## src/rtl/game_sequencer.sv

```systemverilog
// rtl/game_sequencer.sv - game state sequencer: IDLE/PLAY/PAUSE/OVER, play seconds, difficulty level, bonus window.
// Optional pause feature enabled by defining GAME_PAUSE_EN.
module game_sequencer (
   input  logic       clk_2hz,
   input  logic       rst,
   input  logic       start,
   input  logic       pause,
   input  logic       lose,
   input  logic       good,
   output logic [1:0] state,
   output logic       run,
   output logic [9:0] sec,
   output logic [2:0] level,
   output logic       bonus_win
);

   typedef enum logic [1:0] {
      IDLE   = 2'd0,
      PLAY   = 2'd1,
      PAUSED = 2'd2,
      OVER   = 2'd3
   } state_t;

   localparam logic [9:0] SEC_MAX     = 10'd999;
   localparam logic [5:0] LEV_CNT_MAX = 6'd39;
   localparam logic [2:0] LEVEL_MAX   = 3'd7;

   state_t     st;
   logic       start_q;
   logic       half;
   logic [5:0] lev_cnt;
   logic       start_rise;
   logic       pause_rise;
   logic       bonus_next;

   assign start_rise = start & ~start_q;
   assign state      = st;
   assign run        = (st == PLAY);
   assign bonus_next = (st == PLAY) && ((sec % 10'd30) == 10'd29);

`ifdef GAME_PAUSE_EN
   logic pause_q;

   always_ff @(posedge clk_2hz or posedge rst) begin
      if (rst) pause_q <= 1'b0;
      else     pause_q <= pause;
   end

   assign pause_rise = pause & ~pause_q;
`else
   logic unused_pause;
   assign unused_pause = pause;
   assign pause_rise   = 1'b0;
`endif

   always_ff @(posedge clk_2hz or posedge rst) begin
      if (rst) begin
         st        <= IDLE;
         start_q   <= 1'b0;
         half      <= 1'b0;
         lev_cnt   <= 6'd0;
         sec       <= 10'd0;
         level     <= 3'd0;
         bonus_win <= 1'b0;
      end else begin
         start_q   <= start;
         bonus_win <= bonus_next;
         case (st)
            IDLE: begin
               if (start_rise) begin
                  st      <= PLAY;
                  half    <= 1'b0;
                  lev_cnt <= 6'd0;
                  sec     <= 10'd0;
                  level   <= 3'd0;
               end
            end
            PLAY: begin
               // lose wins over everything: counters and level freeze on that tick
               if (lose) begin
                  st <= OVER;
               end else begin
                  if (pause_rise) st <= PAUSED;
                  half <= ~half;
                  if (half && (sec != SEC_MAX)) sec <= sec + 10'd1;
                  if (good) begin
                     if (level != 3'd0) level <= level - 3'd1;
                     lev_cnt <= 6'd0;
                  end else if (lev_cnt == LEV_CNT_MAX) begin
                     lev_cnt <= 6'd0;
                     if (level != LEVEL_MAX) level <= level + 3'd1;
                  end else begin
                     lev_cnt <= lev_cnt + 6'd1;
                  end
               end
            end
            PAUSED: begin
`ifdef GAME_PAUSE_EN
               if (pause_rise) st <= PLAY;
`else
               st <= IDLE;
`endif
            end
            OVER: begin
               if (start_rise) begin
                  st    <= IDLE;
                  sec   <= 10'd0;
                  level <= 3'd0;
               end
            end
            default: st <= IDLE;
         endcase
      end
   end

endmodule

```

## config.mk

```make
export PLATFORM = sky130hd
export DESIGN_NAME = game_sequencer
export DESIGN_NICKNAME = d
export VERILOG_FILES = /design/src/rtl/game_sequencer.sv
export SDC_FILE = /design/constraint.sdc
export NUM_CORES = 1
export LEC_CHECK = 0
export ABC_CLOCK_PERIOD_IN_PS = 2900
export CORE_ASPECT_RATIO = 0.7
export CORE_MARGIN = 2
export CORE_UTILIZATION = 40
export DETAILED_ROUTE_END_ITERATION = 10
export GPL_ROUTABILITY_DRIVEN = 0
export HOLD_SLACK_MARGIN = 0.12
export SETUP_SLACK_MARGIN = 0.05
export SLEW_MARGIN = 20
export SYNTH_ARGS = -nofsm -noshare
export SYNTH_HDL_FRONTEND = slang
export SYNTH_SLANG_ARGS = --single-unit
```

## constraint.sdc

```tcl
create_clock -name clk_2hz -period 2.9 [get_ports clk_2hz]
set_clock_uncertainty 0.05 [all_clocks]
set_input_delay 0.58 -clock clk_2hz [delete_from_list [all_inputs] [get_ports clk_2hz]]
set_output_delay 0.58 -clock clk_2hz [all_outputs]
set_load 0.02 [all_outputs]
```

==> Yosys cells after proc, flatten, opt, wreduce, memory -nomap -nowiden <==
Cells that the tools add are included.
W data, S select, Z words.
{ "word_totals": {"register_bits": 24, "input_bits": 6, "output_inout_bits": 17, "wordCells": 65} }
{ "op_classes": {"addsub": 4, "div": 1, "eq_ne": 16, "muxes": 23, "bitwise": 3, "reduce_logical": 11} }
{ "ops": {"columns": ["op", "count"], "rows": [
  ["$mux W10", 3],
  ["$mux W6", 4],
  ["$pmux W10 S2", 1],
  ["$mux W3", 6],
  ["$pmux W6 S2", 1],
  ["$add A10 B1 Y10 const B", 1],
  ["$eq A10 B5 Y1 const B", 1],
  ["$mod A10 B5 Y10 const B", 1],
  ["$ne A10 B10 Y1 const B", 1],
  ["$ne A3 B2 Y1 const B", 3],
  ["$ne A2 B2 Y1 const B", 4],
  ["$pmux W2 S4", 1],
  ["$add A6 B1 Y6 const B", 1],
  ["$eq A6 B6 Y1 const B", 1],
  ["$mux W2", 3],
  ["$pmux W3 S2", 1],
  ["$reduce_and A3 Y1", 2],
  ["$reduce_and A6 Y1", 1],
  ["$eq A2 B2 Y1 const B", 2],
  ["$ne A2 B1 Y1 const B", 2],
  ["$reduce_and A4 Y1", 1],
  ["$reduce_bool A2 Y1", 2],
  ["$add A3 B1 Y3 const B", 1],
  ["$ne A3 B3 Y1 const B", 1],
  ["other kinds (10)", 13]
]} }

==> Depth between registers and ports, before layout <==
{ "logic_depth": {"depth_word": 6, "mapped_depth": 14} }

==> Least setup slack after synthesis <==
Ideal clock, no wire load.
{ "synth_path": {"kind": "register -> register", "from": "register sec[9]", "to": "register bonus_win", "setup_ps": 96, "arrival_time_ps": 2947, "setup_slack_ps": -193, "path_stages_with_launch": 15, "synth_period_minus_slack_ps": 3093, "path_cell_list": "dfrtp_1 > buf_6 > o211ai_2 > a211o_1 > nand2_4 > or4b_1 > o311a_2 > nand2b_1 > and2_2 > ha_1 > nand2_1 > nor3_1 > a31oi_1 > nand4_1 > a311oi_2"} }
{ "synth_between": {"elab_chain_cells": 3} }
{ "synth_lines": {"columns": ["item", "line", "text"], "rows": [
  ["start: declaration", "12", "output logic [9:0] sec,"],
  ["start signal: assignment", "85", "if (half && (sec != SEC_MAX)) sec <= sec + 10'd1;"],
  ["$mod A10 B5 Y10", "39", "assign bonus_next = (st == PLAY) && ((sec % 10'd30) == 10'd29);"],
  ["$eq A10 B5 Y1", "39", null],
  ["$logic_and A1 B1 Y1", "39", null],
  ["via bonus_next", "34", "logic bonus_next;"],
  ["end signal: assignment", "67", "bonus_win <= bonus_next;"],
  ["end: declaration", "14", "output logic bonus_win"]
]} }
The timed path passes the listed nets, and every way through them passes these cells.
A chain may end at the register's enable or synchronous reset.

==> Worst setup path after layout <==
{ "layout_path": {"from": "register sec[5]", "to": "register bonus_win"} }
The elaborated chain is that of the path after synthesis.

==> reports/results.ini <==
[min_path]
holdPathStages = 2
hold_class = reg -> reg

[global_route]
grt_max_degree = 15
antenna_found_initial = 0
met1_usage_pct = 27.2
grt_util_met3_pct = 3.17
overflow = 0
grt_pass1_vias = 1628
grt_pass1_wl_um = 7750
grt_use_total_pct = 18.4
use_met2_pct = 28.6
top_usage_layer = met2

[yosys]
synth_commonest_cells = nand2_1 (36), dfrtp_1 (24), o21ai_0 (24)
yosysSeqAreaShare_pct = 31.2
synth-edff-count = 0
synth_fp_nets = 248
synth-seq-cells = 24
synthCells = 232
async_flop_share_pct = 100
syn-cell-area_um2 = 1930
ys_top_cells_by_area = dfrtp_1 (31%), nand2_1 (7.0%), o21ai_0 (6.2%)
yosysMostFrequentCell = nand2_1
synth.distinct_cells = 58
ys_warn_count = 0
synth_top_flop_cell = dfrtp_1
synth_largest_area_cell = dfrtp_1
syn_avg_cell_area_um2 = 8.30
synth_top_area_share_pct = 31.2

[die]
die_area_um2 = 5390
die_y_um = 62.1
die_x_um = 86.9
start_util_pct = 40.9
ios = 23
core_region_area_um2 = 4700
rows = 21

[power_and_ir_drop]
total_power_uw = 2180
clockPowerShare_pct = 13.8
p_sw_uw = 986
leakagePower_uw = 0.00109
comb_power_share_pct = 60.4
p_per_area_nw_per_um2 = 847
seq_power_share_pct = 25.8
ir_drop_v = 0.000398
swShare_pct = 45.3
internal_power_uw = 1190

[timing]
period_minus_slack_ps = 2900
maxSlewViolCount = 0
min_period_over_period_pct = 99.9
maxSlewHeadroom_pct = 48.1
finalHoldViolCount = 0
fmax_mhz = 345
rsz0062_at_grt = yes
setup_viol_count_final = 0
worst_pin_slew_ps = 776

[worst_setup_path]
critical_path_class = reg -> reg
cp.required_ps = 3020
reg2reg_depth = 12
cp-end-kind = register
path_max_fanout = 8
cp-start-kind = register
worstPathArrival_ps = 3020

[drt]
routed_wl_um = 4770
dr.first_iter.drc_count = 60
num_vias = 1818
post-route-drc-count = 0
antenna_left = 0
wire_per_inst_um = 14.2
first_pass_iters = 4
avgViaCountPerCell = 5.39

[job]
maxCapViolCount = 0

[clocking]
clk_latency_ps = 270
cts_buffers = 3
cts_tree = built
clk_pin_slew_worst_paths_ps = 90
cts_sinks = 24
ctsHtreeMaxLevel = 1
cts-root-buf = clkbuf_8
cts_buffer_depth = 2

[finish]
drive_gt1_share_pct = 27.1
n_antenna_cell = 0
syn2layout_area_growth_pct = 33.6
fill_cells = 434
finish.instance_area_um2 = 2570
finalNetCount = 297

[placed_design]
io_buffers = 21
dpl_cell_area_um2 = 2350
dp_hpwl_um = 3380

[run_status]
status = finished clean

metal layers:
layer | share of wire, % | routed length (um)
met2 | 42 | 2020
met5 | 0 | 0
met3 | 4.6 | 218
met1 | 53 | 2520
met4 | 0.44 | 21
worst max-delay path, stage by stage, from the launching register on:
cell      delay, ps
dfrtp_2         510
o211ai_4        120
a211o_1         340
nand2_4          90
or4b_4          450
o311a_4         150
nand2b_4        140
and2_4          140
ha_4            250
nand2_2          50
nor2_2          130
nand3_1          90
a311oi_2        260
power by group through the flow:
| stage | Sequential [uW] | Clock [uW] | Combinational [uW] |
|---|---|---|---|
| final | 561 | 300 | 1320 |
| after global routing | 581 | 319 | 1460 |
| after CTS | 558 | 307 | 1300 |
| after detailed placement | 563 | 0 | 1270 |
| after global placement | 560 | 0 | 1260 |
| after floorplan | 606 | 0 | 783 |
sequential cells by signal, indices dropped and copies added (netlist names):
register / count
sec: 10
lev_cnt: 6
level: 3
state: 2
bonus_win: 1
half: 1
start_q: 1
repair_timing:
item,in CTS,in global routing
resized for setup,4,11
endpoints found under the setup margin,1,1
buffers inserted,7,4
pin swaps,0,5
hold endpoints to repair,0,0
hold buffers,0,0
final timing paths:
path,slack [ps],end,start
min in group asynchronous,570,state[1]$_DFFE_PP0P_,rst
setup / recovery,3,bonus_win$_DFF_PP0_,sec[5]$_DFFE_PP0P_
hold / removal,470,half$_DFFE_PP0P_,half$_DFFE_PP0P_
max in group asynchronous,1730,lev_cnt[5]$_DFFE_PP0P_,rst
hold reg to reg,470,half$_DFFE_PP0P_,half$_DFFE_PP0P_
setup reg to reg,3,bonus_win$_DFF_PP0_,sec[5]$_DFFE_PP0P_
kinds of logic after synthesis:
kind of cell | after synthesis | synth area share [%]
DFF | 24 | 31.2
xor gates and xnor gates | 3 | 1.36
muxes | 6 | 3.44
buffers and inverters | 22 | 6.04
adders and majority gates | 11 | 7.41
and+or+nand+nor | 94 | 24.6
AOI/OAI and AO/OA | 72 | 25.9
stage by stage:
step	hold slack, ps	setup slack, ps	util [%]	cells	TNS, ps
after global placement	431	50.6	50.0	322	0
after floorplan	413	23.2	-	232	0
after global routing	493	-206	54.7	337	-206
after detailed placement	447	24.7	50.0	322	0
after CTS	470	25.6	52.8	333	0
final	471	2.81	54.7	337	0
layout by cell type (no fill, tap or decap), types with 2 or more instances in the layout:
cell type         n
ha_1              8
mux2i_1           2
or3_1             2
and2_1            2
nor2_1            9
a21oi_1           6
o211ai_1          2
nand2b_1          5
nor3_1            5
dfrtp_1          18
a41o_1            2
o21ai_2           3
nand2_1          33
or2_2             3
a22o_1            3
o21ai_0          24
nand3_1          13
nand2_2           3
a31oi_2           2
xnor2_1           2
inv_1            12
o21a_1            5
buf_4            32
a21o_1            4
dfrtp_2           6
clkdlybuf4s50_1  21
nand4_1           3
nand2_4           2
a31oi_1           2
o31ai_1           3
mux2_2            2
clkbuf_8          3
nor2b_1           3
cell type report:
type,instances,area (um2),area share [%]
inverter,12,45.0,1.75
tap,57,71.3,2.77
multi-input combinational,186,1320,51.1
clock buffer,3,41.3,1.61
clock inverter,1,30.0,1.17
timing repair buffer,54,462,17.9
sequential,24,608,23.6
Note: power is estimated with default switching activity, not from simulation.
